===== config.mk =====
export PLATFORM = sky130hd
export DESIGN_NAME = ifetch_line_responder
export DESIGN_NICKNAME = d
export VERILOG_FILES = /design/src/rtl/ifetch_line_responder_pkg.sv /design/src/rtl/ifetch_line_responder_line_buf.sv /design/src/rtl/ifetch_line_responder.sv
export SDC_FILE = /design/constraint.sdc
export NUM_CORES = 1
export LEC_CHECK = 0
export ABC_AREA = 0
export BUFFER_PORTS_ARGS = -buffer_cell sky130_fd_sc_hd__buf_2
export CAP_MARGIN = 10
export CORE_UTILIZATION = 52
export DETAILED_ROUTE_END_ITERATION = 10
export PLACE_DENSITY = 0.76
export RECOVER_POWER = 100
export SLEW_MARGIN = 20
export SYNTH_ARGS = -nofsm -noshare
export SYNTH_HDL_FRONTEND = slang
export SYNTH_HIERARCHICAL = 1
export SYNTH_SLANG_ARGS = --single-unit

===== constraint.sdc =====
create_clock -name clk -period 14.35 [get_ports clk]
set_clock_uncertainty 0.15 [all_clocks]
set_input_delay 2.87 -clock clk [delete_from_list [all_inputs] [get_ports clk]]
set_output_delay 2.87 -clock clk [all_outputs]
set_load 0.02 [all_outputs]

===== src/rtl/ifetch_line_responder_pkg.sv =====
// Shared fetch-side types: responder FSM states and the architectural reset PC.
package rv32i_types;

    typedef enum logic [1:0] {
        IFETCH_IDLE,
        IFETCH_MISS,
        IFETCH_DRAIN
    } ifetch_state_t;

    localparam logic [31:0] PC_RESET = 32'h6000_0000;

endpackage


===== src/rtl/ifetch_line_responder_line_buf.sv =====
// Single-line instruction buffer: tag/valid, full-line write, tag compare and word select.
module ifetch_line_buf #(
    parameter int LINE_WORDS      = 8,
    parameter bit RESET_TAG_VALID = 1'b0,
    parameter int TAG_W           = 27,
    parameter int IDX_W           = 3
) (
    input  logic                    clk,
    input  logic                    rst,
    input  logic                    we,
    input  logic [TAG_W-1:0]        wr_tag,
    input  logic [32*LINE_WORDS-1:0] wr_line,
    input  logic [TAG_W-1:0]        rd_tag,
    input  logic [IDX_W-1:0]        rd_index,
    output logic                    hit,
    output logic [31:0]             word
);

    logic                     line_valid;
    logic [TAG_W-1:0]         line_tag;
    logic [32*LINE_WORDS-1:0] line_data;

    always_ff @(posedge clk or posedge rst) begin
        if (rst) begin
            line_valid <= RESET_TAG_VALID;
            line_tag   <= '0;
            line_data  <= '0;
        end else if (we) begin
            line_valid <= 1'b1;
            line_tag   <= wr_tag;
            line_data  <= wr_line;
        end
    end

    assign hit  = line_valid && (line_tag == rd_tag);
    assign word = line_data[32*int'(rd_index) +: 32];

endmodule


===== src/rtl/ifetch_line_responder.sv =====
// Fetch responder: one-line buffer, hits answer next cycle, misses fetch a whole line.
module ifetch_line_responder
    import rv32i_types::*;
#(
    parameter int LINE_WORDS      = 8,
    parameter bit RESET_TAG_VALID = 1'b0
) (
    input  logic                     clk,
    input  logic                     rst,
    input  logic [31:0]              fetch_addr,
    input  logic                     fetch_v,
    input  logic                     flush,
    output logic                     imem_resp,
    output logic [31:0]              imem_rdata,
    output logic                     busy,
    output logic [31:0]              mem_addr,
    output logic                     mem_read,
    input  logic [32*LINE_WORDS-1:0] mem_rdata,
    input  logic                     mem_resp
);

    localparam int OFF   = $clog2(LINE_WORDS) + 2;
    localparam int TAG_W = 32 - OFF;
    localparam int IDX_W = OFF - 2;

    ifetch_state_t    state;
    logic [TAG_W-1:0] req_tag;
    logic [IDX_W-1:0] req_index;
    logic [TAG_W-1:0] fetch_tag;
    logic [IDX_W-1:0] fetch_index;
    logic             buf_hit;
    logic [31:0]      buf_word;
    logic             fill_en;
    logic [31:0]      fill_word;
    logic             unused_byte_bits;

    assign fetch_tag        = fetch_addr[31:OFF];
    assign fetch_index      = fetch_addr[OFF-1:2];
    assign unused_byte_bits = ^fetch_addr[1:0];

    // A returning line is always written, even after a flush, since its data is still valid.
    assign fill_en   = (state != IFETCH_IDLE) && mem_resp;
    assign fill_word = mem_rdata[32*int'(req_index) +: 32];

    ifetch_line_buf #(
        .LINE_WORDS      (LINE_WORDS),
        .RESET_TAG_VALID (RESET_TAG_VALID),
        .TAG_W           (TAG_W),
        .IDX_W           (IDX_W)
    ) u_line_buf (
        .clk      (clk),
        .rst      (rst),
        .we       (fill_en),
        .wr_tag   (req_tag),
        .wr_line  (mem_rdata),
        .rd_tag   (fetch_tag),
        .rd_index (fetch_index),
        .hit      (buf_hit),
        .word     (buf_word)
    );

    always_ff @(posedge clk or posedge rst) begin
        if (rst) begin
            state      <= IFETCH_IDLE;
            req_tag    <= '0;
            req_index  <= '0;
            imem_resp  <= 1'b0;
            imem_rdata <= '0;
        end else begin
            imem_resp <= 1'b0;
            case (state)
                IFETCH_IDLE: begin
                    if (fetch_v && !flush) begin
                        if (buf_hit) begin
                            imem_resp  <= 1'b1;
                            imem_rdata <= buf_word;
                        end else begin
                            req_tag   <= fetch_tag;
                            req_index <= fetch_index;
                            state     <= IFETCH_MISS;
                        end
                    end
                end
                IFETCH_MISS: begin
                    if (mem_resp) begin
                        state <= IFETCH_IDLE;
                        if (!flush) begin
                            imem_resp  <= 1'b1;
                            imem_rdata <= fill_word;
                        end
                    end else if (flush) begin
                        state <= IFETCH_DRAIN;
                    end
                end
                IFETCH_DRAIN: begin
                    if (mem_resp) begin
                        state <= IFETCH_IDLE;
                    end
                end
                default: state <= IFETCH_IDLE;
            endcase
        end
    end

    assign busy     = (state != IFETCH_IDLE);
    assign mem_read = busy;
    assign mem_addr = {req_tag, {OFF{1'b0}}};

endmodule


; ---- Word-level counts from Yosys, hierarchy flattened
; Index checks and enable logic that the tools add are counted.
[word_totals]
input_bits = 293
register_bits = 349
latch_bits = 0
romBits = 0
word_cells = 47
mem_count = 0
out_inout_bits = 67
ram_bits = 0
[classes]
muxes = 16
n_reduce_logical = 10
div_mod_pow = 0
addsub = 0
eq_ne = 10
shift = 2
bitwise = 1
magnitude_cmp = 0
n_mul = 0
[ops]
columns = cell, n
row1 = 256-bit by 9-bit variable part select with 32-bit output, 2
row2 = 32-bit two-way mux, 4
row3 = 32-bit one-hot mux with 2 select lines, 1
row4 = 27-bit == test, 1
row5 = 2-bit inequality test (second input constant), 6
row6 = 2-bit two-way mux, 5
row7 = 2-bit one-hot mux with 3 select lines, 1
row8 = 5-bit AND reduction, 1
row9 = 1-bit two-way mux, 4
row10 = 4-bit AND reduction, 1
row11 = 2-bit nonzero test, 2
row12 = 1-bit logical AND, 3
row13 = 3-bit inequality test (second input constant), 1
row14 = 3-bit AND reduction, 1
row15 = 2-bit by 1-bit == test with 1-bit output (second input constant), 1
row16 = 2-bit == test (second input constant), 1
row17 = 2-bit zero test, 1
row18 = 1-bit one-hot mux with 2 select lines, 1
row19 = 1-bit zero test, 1
row20 = 1-bit NOT, 1

; ---- Depth between registers and ports, before layout
[logic_depth]
ltp_word = 5
mapped_depth = 10
mapped_depth_nobuf = 8

; ---- By module
; Netlist, hierarchy kept.
[by_module_without_submodules]
columns = module, cells_each, seq_area_each_um2, area_each_um2, instances
row1 = ifetch_line_buf, 751, 7106.8, 12789.8, 1
row2 = ifetch_line_responder, 344, 1626.6, 4702.0, 1

; ---- Worst setup path after synthesis
; Ideal clock, no wire load.
[synth_timing]
path_kind = input port to flip-flop
from = input fetch_addr[7]
to = register imem_rdata[0]
t_arrival_ns = 4.710
setup_time_ns = 0.118
required_time_ns = 14.082
cell_stages = 9
path_slack_ns = 9.372
cell_sequence = xnor2_1 > nand4_1 > or4_1 > nor4_1 > nand3b_1 > a211o_1 > buf_2 > clkbuf_1 > a21o_1
[synth_between]
elab_chain_cells = 4
[synth_lines]
columns = element, line
row1 = "start, declared", ifetch_line_responder.sv:10  ; input logic [31:0] fetch_addr,
row2 = 27-bit == test, ifetch_line_responder_line_buf.sv:35  ; assign hit = line_valid && (line_tag == rd_tag);
row3 = 1-bit logical AND, ifetch_line_responder_line_buf.sv:35
row4 = via buf_hit, ifetch_line_responder.sv:31  ; logic buf_hit;
row5 = 2-bit inequality test (no source line), --
row6 = 5-bit AND reduction (no source line), --
row7 = "end signal, assigned", ifetch_line_responder.sv:76  ; imem_rdata <= buf_word;
row8 = "end signal, assigned", ifetch_line_responder.sv:89  ; imem_rdata <= fill_word;
row9 = "end, declared", ifetch_line_responder.sv:14  ; output logic [31:0] imem_rdata,
; The timed path passes the listed nets, and every way through them passes these cells.
; A chain may end at the register's enable or synchronous reset.

; ---- Worst setup path after layout
[layout_timing]
from = input mem_resp
to = register u_line_buf.line_data[130]
[layout_between]
elab_chain_cells = 1
[layout_lines]
columns = element, line
row1 = "start, declared", ifetch_line_responder.sv:19  ; input logic mem_resp
row2 = 1-bit logical AND, ifetch_line_responder.sv:42  ; assign fill_en = (state != IFETCH_IDLE) && mem_resp;
row3 = via fill_en, ifetch_line_responder.sv:33  ; logic fill_en;
row4 = "end signal, assigned", ifetch_line_responder_line_buf.sv:31  ; line_data <= wr_line;
row5 = "end, declared", ifetch_line_responder_line_buf.sv:21  ; logic [32*LINE_WORDS-1:0] line_data;
; The timed path passes the listed nets, and every way through them passes these cells.

==> reports/summary.txt <==
Layout Cells excl Fill - 1894
Fmax - 0.123 GHz
Status - finished, violations left
Dpl cells - 1816
VDD IR max - 0.0000935 V
Starting Density - 53.4%
Post-synthesis area per instance - 16.0 µm²
Hold buffer count at cts - 0
Initial antenna violation count - 14
Max Buffers Root-to-Sink - 3
Core area - 0.0328 mm²
First-pass GRT wire length - 64100 µm
Post-synthesis register bit count - 349
HPWL after DPL - 27100 µm
Grt ovf - 0
Critical path data required time - 14.59 ns
Min cycle time layout - 8.14 ns
Total power - 0.00334 W
Clk slew on worst S/H paths - 0.06 ns
DR WL/cell - 21.7 µm
Area growth syn-to-layout - 18.1%
Root Buffer - clkbuf_16
Post_cts resized - 0
Worst Slack Setup Final - 6.21 ns
Hold Vio Cnt, Final - 0
Synthesized area - 0.0175 mm²
Synth warn - 6
Vias/cell - 5.73
Post-synthesis instance total - 1095
Pin count of the biggest net entering global routing - 165
Detailed Routing Iterations Pass 1 - 4
Ports - 360
Worst Tran Pin Value - 5.51 ns
Total setup buffers inserted after CTS - 0
CP arrival - 8.38 ns
Post-route ant nets - 0
GRT Total Usage - 24.4%
Fill count - 2542
Initial DRC Count - 570
Die X - 185 µm
CTS tree - done
Slew HR - -270%
RSZ-0062 raised after global routing - no
DP Worst Slack - 8.21 ns
Max Cap Viol - 4
Num CTS Buffers - 39
Port bufs - 352
Number of global-route vias before repair - 11700
Sequential share of the synthesized area - 49.9%
DR vias - 10900
Layout Nets - 1708
Layout cells sized above 1 - 56.1%
Placed Area - 0.0194 mm²
Max-slew violations - 271
Sum Neg Setup Slack - 0 ns
Die area - 0.0344 mm²
Row count - 66
Finish-stage setup viols - 0
Cell area power density - 162 mW/mm²
Hold/Removal Path Class - flop to flop
H-Tree Depth - 2
Tcrit/Tclk final - 56.7%
WL final - 41100 µm
Chip height - 185 µm
CP endpoint kind - flop
Cell variety after synth - 33
Clk_lat worst skew - 0.52 ns
Top fanout value on the critical path - 72
Failing checks - max-capacitance violations, max-slew violations
Critical Setup Path Class - primary input to flop
DRC violations left - 0
Design area - 0.0207 mm²
Startpoint types - primary input
Leak - 8.98 nW
Clock Sinks - 349
RePlAce Congestion - 0.801
-- final timing paths --
| path | startpoint | to | slack, ns | cells past startpoint |
|---|---|---|---|---|
| max | mem_resp | u_line_buf/line_data[130] | 6.21 | 5 |
| min | imem_rdata[27] | imem_rdata[27] | 0.32 | 1 |
| max reg2reg | state[1] | u_line_buf/line_data[130] | 8.04 | 5 |
| min reg2reg | imem_rdata[27] | imem_rdata[27] | 0.32 | 1 |
| max in group asynchronous | rst | u_line_buf/line_tag[14] | 7.67 | 2 |
| min in group asynchronous | rst | imem_rdata[12] | 2.51 | 2 |
-- per-stage QoR --
stage	hold slack, ns	utilization [%]
detailed placement	0.310	59.2
global route	0.342	63.0
finish	0.324	63.0
global placement	0.301	59.2
floorplan	0.286	-
CTS	0.324	63.3
-- worst max-delay path: stages --
cell      delay [ns]
clkbuf_1        0.15
and2_0          2.91
buf_4           1.04
buf_4           0.87
mux2_2          0.42
-- cell families (layout without fill, tap and decap cells) --
group,Yosys count,in the layout,synth area share [%]
other cells,1,14,0.0214
mux,506,506,41.2
buf+inv,94,438,3.31
compound gates,66,66,2.83
xor+xnor,27,27,1.35
flops,349,349,49.9
simple gates,52,52,1.37
-- cells in the mapped netlist --
cell | count | area [µm²]
a211o_1 | 1 | 8.76
a211oi_1 | 32 | 240
a21o_1 | 32 | 240
a21oi_1 | 1 | 5.00
and2_1 | 1 | 6.26
buf_1 | 3 | 11.3
buf_12 | 2 | 40.0
buf_2 | 50 | 250
buf_4 | 9 | 67.6
buf_6 | 10 | 113
buf_8 | 2 | 30.0
clkbuf_1 | 15 | 56.3
conb_1 | 1 | 3.75
dfrtp_1 | 349 | 8730
inv_1 | 3 | 11.3
mux2_1 | 8 | 90.1
mux2_2 | 333 | 3750
mux2_4 | 5 | 75.1
mux2i_1 | 32 | 320
mux4_1 | 23 | 604
mux4_2 | 105 | 2360
nand2_1 | 1 | 3.75
nand2b_1 | 1 | 6.26
nand3b_1 | 1 | 7.51
nand4_1 | 7 | 43.8
nor2_1 | 33 | 124
nor2b_1 | 2 | 12.5
nor3_1 | 2 | 10.0
nor4_1 | 1 | 6.26
or2_1 | 1 | 6.26
or2_2 | 1 | 6.26
or4_1 | 1 | 7.51
xnor2_1 | 27 | 236
-- registers in the layout, indices dropped and copies added (netlist names) --
| signal | count |
|---|---|
| imem_rdata | 32 |
| imem_resp | 1 |
| req_index | 3 |
| req_tag | 27 |
| state | 2 |
| u_line_buf/line_data | 256 |
| u_line_buf/line_tag | 27 |
| u_line_buf/line_valid | 1 |
-- layer usage --
layer	up-vias	part of all wire [%]	global-route usage (%)
met5	-	0.17	0
met4	12	1.9	7.04
met3	67	7.2	6.69
met2	320	50	41.0
met1	5611	41	30.8
li1	4848	-	-
-- final cells by class --
class / count / area (µm²) / share of cell area (%)
Timing Repair Buffer: 366 / 1790 / 8.66
Clock inverter: 11 / 135 / 0.654
Antenna cell: 9 / 22.5 / 0.109
Multi-Input combinational cell: 656 / 8200 / 39.7
Sequential cell: 349 / 8740 / 42.3
Inverter: 3 / 13.8 / 0.0666
Tap cell: 442 / 553 / 2.68
Clock buffer: 58 / 1200 / 5.81
-- power by group --
| part | leakage, nW | internal (W) | switching, W |
|---|---|---|---|
| combinational | 4.18 | 0.000514 | 0.000349 |
| clock | 0.658 | 0.000631 | 0.000388 |
| sequential | 4.14 | 0.00127 | 0.000191 |
| total | 8.98 | 0.00242 | 0.000928 |
-- placed cells by master (no fill, tap or decap), drive strengths merged, types with 9 or more instances in the layout --
cell type  instances
mux2             346
mux2i             32
clkbuf           127
xnor2             27
dfrtp            349
mux4             128
diode              9
a21o              32
buf              297
a211oi            32
nor2              33
No activity file was read; power rests on OpenSTA's default activity.
